==> config.mk <==
export PLATFORM = sky130hd
export DESIGN_NAME = seg7_scan_controller
export DESIGN_NICKNAME = d
export VERILOG_FILES = /design/src/rtl/seg7_scan_controller.sv
export SDC_FILE = /design/constraint.sdc
export NUM_CORES = 1
export LEC_CHECK = 0
export CAP_MARGIN = 5
export CORE_AREA = 2 2 131 133
export CTS_CLUSTER_DIAMETER = 40
export CTS_CLUSTER_SIZE = 14
export DETAILED_ROUTE_END_ITERATION = 10
export DIE_AREA = 0 0 133 135
export PLACE_DENSITY = 0.64
export SYNTH_ARGS = -nofsm -noshare
export SYNTH_HDL_FRONTEND = slang
export SYNTH_SLANG_ARGS = --single-unit
==> constraint.sdc <==
create_clock -name clk -period 6.3 [get_ports clk]
set_clock_uncertainty 0.05 [all_clocks]
set_input_delay 1.89 -clock clk [delete_from_list [all_inputs] [get_ports clk]]
set_output_delay 1.89 -clock clk [all_outputs]
set_load 0.01 [all_outputs]
==> src/rtl/seg7_scan_controller.sv <==
// rtl/seg7_scan_controller.sv - multiplexed scan sequencer for an N-digit common-anode 7-segment display
// Shadow-loaded digit data is applied only at frame boundaries so a frame never mixes old and new values.
module seg7_scan_controller #(
    parameter int NUM_DIGITS  = 8,
    parameter int ON_TICKS    = 1,
    parameter int BLANK_TICKS = 1,
    parameter int TCNT_W      = 8
) (
    input  logic                    clk,
    input  logic                    rst,
    input  logic                    enable,
    input  logic                    tick,
    output logic                    cnt_en,
    input  logic                    load,
    input  logic [4*NUM_DIGITS-1:0] digits_in,
    input  logic [NUM_DIGITS-1:0]   dp_in,
    input  logic [NUM_DIGITS-1:0]   digit_mask,
    output logic                    pending,
    output logic                    frame_done,
    output logic [NUM_DIGITS-1:0]   an,
    output logic [6:0]              seg,
    output logic                    dp
);
    localparam int IDX_W = (NUM_DIGITS > 1) ? $clog2(NUM_DIGITS) : 1;

    typedef enum logic [1:0] {IDLE, SHOW, BLANK} state_t;

    state_t                  state_q, state_d;
    logic [IDX_W-1:0]        idx_q, idx_d;
    logic [TCNT_W-1:0]       tcnt_q, tcnt_d, tcnt_inc;
    logic [4*NUM_DIGITS-1:0] act_dig_q, act_dig_d, sh_dig_q, sh_dig_d;
    logic [NUM_DIGITS-1:0]   act_dp_q, act_dp_d, sh_dp_q, sh_dp_d;
    logic [NUM_DIGITS-1:0]   act_mask_q, act_mask_d, sh_mask_q, sh_mask_d;
    logic                    pending_q, pending_d;
    logic                    frame_done_q, frame_done_d;
    logic                    cnt_en_q, cnt_en_d;
    logic [NUM_DIGITS-1:0]   an_q, an_d;
    logic [6:0]              seg_q, seg_d;
    logic                    dp_q, dp_d;
    logic                    boundary, advance;
    logic [3:0]              cur_digit;

    function automatic logic [6:0] hex_to_seg(input logic [3:0] h);
        case (h)
            4'h0: return 7'h40;
            4'h1: return 7'h79;
            4'h2: return 7'h24;
            4'h3: return 7'h30;
            4'h4: return 7'h19;
            4'h5: return 7'h12;
            4'h6: return 7'h02;
            4'h7: return 7'h78;
            4'h8: return 7'h00;
            4'h9: return 7'h10;
            4'hA: return 7'h08;
            4'hB: return 7'h03;
            4'hC: return 7'h46;
            4'hD: return 7'h21;
            4'hE: return 7'h06;
            default: return 7'h0E;
        endcase
    endfunction

    always_comb begin
        state_d      = state_q;
        idx_d        = idx_q;
        tcnt_d       = tcnt_q;
        tcnt_inc     = tcnt_q + 1'b1;
        boundary     = 1'b0;
        advance      = 1'b0;
        frame_done_d = 1'b0;

        if (!enable) begin
            state_d = IDLE;
            idx_d   = '0;
            tcnt_d  = '0;
        end else begin
            case (state_q)
                IDLE: begin
                    // A tick coinciding with the start of scanning is deliberately not counted.
                    state_d  = SHOW;
                    idx_d    = '0;
                    tcnt_d   = '0;
                    boundary = 1'b1;
                end
                SHOW: begin
                    if (tick) begin
                        if (tcnt_inc == TCNT_W'(ON_TICKS)) begin
                            tcnt_d = '0;
                            if (BLANK_TICKS == 0) advance = 1'b1;
                            else                  state_d = BLANK;
                        end else begin
                            tcnt_d = tcnt_inc;
                        end
                    end
                end
                BLANK: begin
                    if (tick) begin
                        if (tcnt_inc == TCNT_W'(BLANK_TICKS)) begin
                            tcnt_d  = '0;
                            advance = 1'b1;
                        end else begin
                            tcnt_d = tcnt_inc;
                        end
                    end
                end
                default: state_d = IDLE;
            endcase
        end

        if (advance) begin
            state_d = SHOW;
            if (idx_q == IDX_W'(NUM_DIGITS - 1)) begin
                idx_d        = '0;
                frame_done_d = 1'b1;
                boundary     = 1'b1;
            end else begin
                idx_d = idx_q + 1'b1;
            end
        end
    end

    always_comb begin
        sh_dig_d   = load ? digits_in  : sh_dig_q;
        sh_dp_d    = load ? dp_in      : sh_dp_q;
        sh_mask_d  = load ? digit_mask : sh_mask_q;
        act_dig_d  = act_dig_q;
        act_dp_d   = act_dp_q;
        act_mask_d = act_mask_q;
        pending_d  = pending_q;

        if (boundary) begin
            pending_d = 1'b0;
            // A load landing on the boundary bypasses the shadow entirely.
            if (load) begin
                act_dig_d  = digits_in;
                act_dp_d   = dp_in;
                act_mask_d = digit_mask;
            end else if (pending_q) begin
                act_dig_d  = sh_dig_q;
                act_dp_d   = sh_dp_q;
                act_mask_d = sh_mask_q;
            end
        end else if (load) begin
            pending_d = 1'b1;
        end
    end

    always_comb begin
        an_d      = '1;
        seg_d     = 7'h7F;
        dp_d      = 1'b1;
        cnt_en_d  = (state_d != IDLE);
        cur_digit = act_dig_d[{idx_d, 2'b00} +: 4];
        if (state_d == SHOW) begin
            seg_d = hex_to_seg(cur_digit);
            if (act_mask_d[idx_d]) begin
                an_d[idx_d] = 1'b0;
                dp_d        = ~act_dp_d[idx_d];
            end
        end
    end

    always_ff @(posedge clk) begin
        if (rst) begin
            state_q      <= IDLE;
            idx_q        <= '0;
            tcnt_q       <= '0;
            act_dig_q    <= '0;
            act_dp_q     <= '0;
            act_mask_q   <= '0;
            sh_dig_q     <= '0;
            sh_dp_q      <= '0;
            sh_mask_q    <= '0;
            pending_q    <= 1'b0;
            frame_done_q <= 1'b0;
            cnt_en_q     <= 1'b0;
            an_q         <= '1;
            seg_q        <= 7'h7F;
            dp_q         <= 1'b1;
        end else begin
            state_q      <= state_d;
            idx_q        <= idx_d;
            tcnt_q       <= tcnt_d;
            act_dig_q    <= act_dig_d;
            act_dp_q     <= act_dp_d;
            act_mask_q   <= act_mask_d;
            sh_dig_q     <= sh_dig_d;
            sh_dp_q      <= sh_dp_d;
            sh_mask_q    <= sh_mask_d;
            pending_q    <= pending_d;
            frame_done_q <= frame_done_d;
            cnt_en_q     <= cnt_en_d;
            an_q         <= an_d;
            seg_q        <= seg_d;
            dp_q         <= dp_d;
        end
    end

    assign cnt_en     = cnt_en_q;
    assign pending    = pending_q;
    assign frame_done = frame_done_q;
    assign an         = an_q;
    assign seg        = seg_q;
    assign dp         = dp_q;
endmodule

==> results.ini, run 1 <==
[cells_and_area]
nNetsFinal = 860
layout-drive-gt1-share_pct = 10.5
syn_to_final_growth_pct = 21.4
num_antenna_cells = 0
final_common_cell = nor2_1
final_cell_mix = 129 x nor2_1, 127 x dfxtp_1, 69 x clkdlybuf4s50_1
fin_area_mm2 = 0.00792

[clocking]
cts.reportedPaths.clkPinSlew_ns = 0.05
cts_sinks = 128
numCtsBuffers = 17
cts_tree = done
cts_buffer_depth = 2
hold_buffers = 0
clock_latency_ns = 0.42
cts_resized = 0
cts_root_buf = clkbuf_16
post_cts_buffers = 0
htree_num_levels = 4

[logic_synthesis]
synth_ff_type = dfxtp_1
synth_nets = 813
synth_seq_area_share_pct = 39.3
yosysWarnings = 0
ys_types = 76
synth.cell_area_mm2 = 0.00652
synthCells = 746
ys_ff_latch = 128
ys_top_cells_by_area = dfxtp_1 39%, mux2i_1 8.4%, nor2_1 7.4%, a31oi_1 2.8%, ha_1 2.7%
synth_edf_count = 0
ys_async_sr_fraction_pct = 0
yosysTopAreaCellShare_pct = 39.3
syn_area_per_cell_um2 = 8.74
yosys.area.top_type = dfxtp_1

[critical_path]
cp.arrival_ns = 5.67
path_delay_family = simple AND/OR/NAND/NOR gates
critPathLaunchType = primary input
worst-path-max-fanout = 14
worstSetupEndpointType = flop
slowest_stage = clkdlybuf4s50_1
slowest_delay_ns = 0.63
critPathBufInv = 3
crit_top_cell = inv_1
worstPathRequired_ns = 6.56
crit_type = primary input to flop
path_cells = clkdlybuf4s50_1 -> nand3_1 -> nor3_1 -> nand2_4 -> mux2_4 -> a2111oi_0 -> nor4_1 -> nor3_2 -> inv_1 -> ha_1 -> inv_1 -> mux4_2 -> nand2b_1

[route]
drt-total-wl_um = 17100
num_vias = 5653
avgRoutedWirePerCell_um = 16.7
antenna_left = 0
drt_iter0_drc = 403
viasPerCell = 5.51
drcViolationCount = 0
dr.pass1.iters = 5

[power_and_ir_drop]
p_leak_nw = 3.05
combinationalPowerShare_pct = 13.9
vdd_drop_max_mv = 0.208
power.share.clock_pct = 46.1
seq_power_share_pct = 40.1
p_switching_mw = 0.551
swShare_pct = 25.1
power_density_mw_per_mm2 = 277
p_int_mw = 1.64

[timing]
tns_ns = 0
max_freq_mhz = 185
worst_pin_slew_ns = 1.10
rsz0062_at_grt = no
hold_viol_final = 0
fin_crit_sh_pct = 85.9
maxSlewViolCount = 0
relSlewSlack_pct = 26.6
min_period_ns = 5.41
setup_viol = 0

[run_status]
outcome = complete, no violations

[global_routing]
track_usage_pct = 19.6
grt_pass1_vias = 5215
grt_overflow = 0
antenna_found_initial = 0
grt_pass1_wl_um = 27700
grt_max_degree = 104

[floorplan]
initial_core_util_pct = 39.8
pin_count = 72
coreArea_mm2 = 0.0164
rows = 47
die_w_um = 133
die_h_um = 135
die_area_mm2 = 0.0180

[flow_run]
max_cap_violations = 0

[placed_design]
gp_congestion = 0.901
placed_area_mm2 = 0.00731
dp_hpwl_um = 11400
io_buffer_count = 71

[worst_hold_path]
min_path_type = flop to flop

stage by stage:
| stage | cells | power, mW | util (%) | hold slack [ns] | setup slack, ns |
|---|---|---|---|---|---|
| CTS | 1026 | 2.21 | 48.3 | 0.447 | 0.881 |
| finish | 1026 | 2.19 | 48.3 | 0.441 | 0.887 |
| global route | 1026 | 2.28 | 48.3 | 0.459 | 0.604 |
| detailed placement | 994 | 1.20 | 44.6 | 0.433 | 0.450 |
| global placement | 994 | 1.19 | 44.6 | 0.415 | 0.578 |
| floorplan | 746 | 1.10 | - | 0.402 | 1.58 |
synthesized netlist by cell type (5+ instances only):
cell and number:
a2111oi_0 7, clkbuf_1 29, nor2b_1 22, buf_6 10, nor2_1 129, o21ai_0 16
nor4_1 6, nor3_1 23, nand2_1 36, buf_2 8, mux2i_1 55, nand3_1 25
dfxtp_1 128, nand4_1 5, a21oi_1 27, nand2b_1 16, a22oi_1 9, a2bb2oi_1 6
inv_1 26, o221a_2 5, o221ai_1 20, a32oi_1 7, ha_1 14, a31oi_1 29
buf_1 6
state kept, by name, summed over array words and instances, names as in the netlist:
name and flops:
act_dig_q 32, sh_dig_q 32, act_dp_q 8, act_mask_q 8, an 8, sh_dp_q 8, sh_mask_q 8, tcnt_q 8
seg 7, idx_q 3, state_q 2, cnt_en 1, dp 1, frame_done 1, pending 1
per-layer routing:
layer | track usage, % | wire length [um]
met3 | 5.48 | 887
met2 | 30.2 | 7780
met5 | 0 | 0
met1 | 26.7 | 8250
met4 | 5.79 | 180
worst register-to-register path: stages, from the launching register on:
cell and delay (ns):
dfxtp_1 0.44, ha_1 0.31, nand2_1 0.12, o21a_4 0.22
nor4_4 0.51, nand2_4 0.27, mux2_4 0.45, a2111oi_0 0.40
nor4_1 0.12, nor3_2 0.34, inv_1 0.18, ha_1 0.32
inv_1 0.05, mux4_2 0.43, nand2b_1 0.15
final cells by class:
cell class              count  area, um2
clock buffers              22        474
clock inverters            10        134
fillers                  1575       8490
inverters                  26       97.6
multi-input cells         537       3560
flip-flops and latches    128       2560
well taps                 220        275
repair buffers             83        808
worst paths after layout:
check / endpoint / from / slack [ns] / cells after the start
worst min-delay path: sh_dig_q[22] / sh_dig_q[22] / 0.44 / 2
worst max register to register: seg[3] / tcnt_q[0] / 1.81 / 14
worst max-delay path: seg[3] / enable / 0.89 / 13
worst min register to register: sh_dig_q[22] / sh_dig_q[22] / 0.44 / 2
power groups by stage:
stage | Sequential [mW] | Clock [mW] | Combinational [mW]
2_1_floorplan | 0.892 | 0 | 0.204
3_3_place_gp | 0.894 | 0 | 0.300
3_5_place_dp | 0.895 | 0 | 0.302
4_1_cts | 0.878 | 1.03 | 0.304
5_1_grt | 0.883 | 1.07 | 0.334
6_report | 0.879 | 1.01 | 0.304
cells by family (layout without fill, tap and decap cells):
group                      after synthesis  count (layout)  share of synthesized area (%)
muxes                                   66              66                           10.9
adders and majority gates               14              14                           2.69
buffers and inverters                   81             141                           6.08
AOI/OAI and AO/OA                      163             163                           18.6
and+or+nand+nor                        291             291                           22.0
DFF                                    128             128                           39.3
xor gates and xnor gates                 3               3                          0.403
Power figures use the tool's default switching activity.
==> run 2: changes to the inputs <==
ABC_AREA = 1   (was unset)
CORE_AREA = 2 2 130 132   (was 2 2 131 133)
DIE_AREA = 0 0 132 134   (was 0 0 133 135)
==> run 2 against run 1 <==
  * Synthesized cell count is 27% higher
  * Final cell count is 19% higher
  * First-iteration DRC count is 18% lower
  * Power is 5.5% lower
  * Utilization is 1.1 points lower
==> results.ini, run 2 <==
[cells_and_area]
final_cell_mix = 304 x nand2_1, 127 x dfxtp_1, 114 x o21ai_0
num_antenna_cells = 0
reg.largest.list = act_dig_q x32, sh_dig_q x32
nNetsFinal = 1061
fin_area_mm2 = 0.00767
layout-drive-gt1-share_pct = 6.18
final_common_cell = nand2_1
finalNonFillerCells = 1224
syn_to_final_growth_pct = 20.2

[route]
antenna_left = 0
num_vias = 6029
drt-total-wl_um = 15900
drcViolationCount = 0
drt_iter0_drc = 332
dr.pass1.iters = 5
viasPerCell = 4.93
avgRoutedWirePerCell_um = 13.0

[critical_path]
cp.arrival_ns = 5.04
worst-path-max-fanout = 46
worstSetupEndpointType = flop
critPathLaunchType = primary input
slowest_stage = clkdlybuf4s50_1
path_cells = clkdlybuf4s50_1 -> nand2_1 -> inv_1 -> nand4_4 -> nand2_4 -> nand2_1 -> o21ai_0 -> nand2_1 -> nand2_1 -> nor2_1 -> nand2_1 -> inv_1 -> ha_1 -> inv_1 -> nand3_1 -> nand3_1 -> nand3_1
crit_type = primary input to flop
slowest_delay_ns = 0.59
crit_top_cell = nand2_1
worstPathRequired_ns = 6.51

[floorplan]
die_h_um = 134
rows = 47
coreArea_mm2 = 0.0163
die_w_um = 132
die_area_mm2 = 0.0177
initial_core_util_pct = 39.2
pin_count = 72

[global_routing]
track_usage_pct = 18.4
grt_pass1_vias = 5553
grt_pass1_wl_um = 26600
antenna_found_initial = 0
grt_max_degree = 102
grt_overflow = 0

[logic_synthesis]
synth_edf_count = 0
yosysMostFrequentCell = nand2_1
ys_top_cells_by_area = dfxtp_1 40%, nand2_1 18%, o21ai_0 8.9%, a21oi_1 5.9%, nand3_1 4.9%
yosys.area.top_type = dfxtp_1
ys_top_cells_by_count = 304 x nand2_1, 128 x dfxtp_1, 114 x o21ai_0, 75 x a21oi_1, 70 x nor2_1
synth_seq_area_share_pct = 40.1
synth.cell_area_mm2 = 0.00639
yosysTopAreaCellShare_pct = 40.1
ys_types = 31
ys_ff_latch = 128
yosysWarnings = 0
ys_async_sr_fraction_pct = 0
synth_nets = 1016
synthCells = 949
synth_ff_type = dfxtp_1
syn_area_per_cell_um2 = 6.73

[placed_design]
gp_congestion = 0.777
placed_area_mm2 = 0.00712
dp_cells = 1195
dp_hpwl_um = 10400
io_buffer_count = 71

[timing]
max_freq_mhz = 207
min_period_ns = 4.82
tns_ns = 0
maxSlewViolCount = 0
relSlewSlack_pct = 24.4
timing.hold.ws_ns = 0.411
setup_viol = 0
worst_pin_slew_ns = 1.13
hold_viol_final = 0
rsz0062_at_grt = no
fin_crit_sh_pct = 76.5

[clocking]
hold_buffers = 0
cts_root_buf = clkbuf_16
cts_sinks = 128
post_cts_buffers = 0
cts_tree = done
htree_num_levels = 4
cts.reportedPaths.clkPinSlew_ns = 0.05
cts_buffer_depth = 2
cts_resized = 0
clock_latency_ns = 0.41
numCtsBuffers = 17

[flow_run]
max_cap_violations = 0

[power_and_ir_drop]
finalPower_mw = 2.07
p_leak_nw = 3.27
power_density_mw_per_mm2 = 270
vdd_drop_max_mv = 0.177

[run_status]
outcome = complete, no violations

[worst_hold_path]
min_path_type = flop to flop

run 2: final timing paths:
check / to / start / slack, ns / cells after the start
max: seg[3] / enable / 1.48 / 17
min: sh_dp_q[5] / sh_dp_q[5] / 0.41 / 2
max reg2reg: seg[3] / tcnt_q[0] / 2.52 / 21
min reg2reg: sh_dp_q[5] / sh_dp_q[5] / 0.41 / 2
run 2: power by group:
| group | internal [mW] | total (mW) | switching (mW) |
|---|---|---|---|
| registers | 0.855 | 0.871 | 0.0162 |
| clock network | 0.591 | 0.932 | 0.341 |
| logic | 0.105 | 0.270 | 0.164 |
| total | 1.55 | 2.07 | 0.522 |
run 2: cell families (layout without fill, tap and decap cells):
kind of cell / after synthesis / after routing / synth area share, %
adders and majority gates: 14 / 14 / 2.74
DFF: 128 / 128 / 40.1
buffers and inverters: 124 / 179 / 8.78
AOI/OAI and AO/OA: 210 / 210 / 16.8
and+or+nand+nor: 473 / 473 / 31.6
run 2: area by class of cell:
class | count | area, um2
Sequential cell | 128 | 2560
Inverter | 74 | 280
Multi-Input combinational cell | 697 | 3260
Clock inverter | 8 | 90.1
Clock buffer | 21 | 460
Tap cell | 220 | 275
Fill cell | 1666 | 8610
Timing Repair Buffer | 76 | 741
run 2: critical path, delay by kind of cell:
kind,cells,cell delay (ns)
adders and majority gates,1,0.27
and+or+nand+nor,11,1.66
buffers and inverters,4,1.05
AOI/OAI and AO/OA,1,0.14
run 2: metal layers:
layer / global-route usage, % / wire, um / up-vias
li1: - / - / 3162
met1: 24.8 / 7900 / 2724
met2: 29.2 / 7070 / 126
met3: 3.74 / 661 / 17
met4: 6.40 / 241 / 0
met5: 0 / 0 / -
run 2: stage by stage:
stage | util [%] | setup WS, ns
after floorplan | - | 2.21
after global placement | 43.7 | 1.21
after detailed placement | 43.7 | 1.12
after CTS | 47.1 | 1.51
after global routing | 47.1 | 1.11
final | 47.1 | 1.48
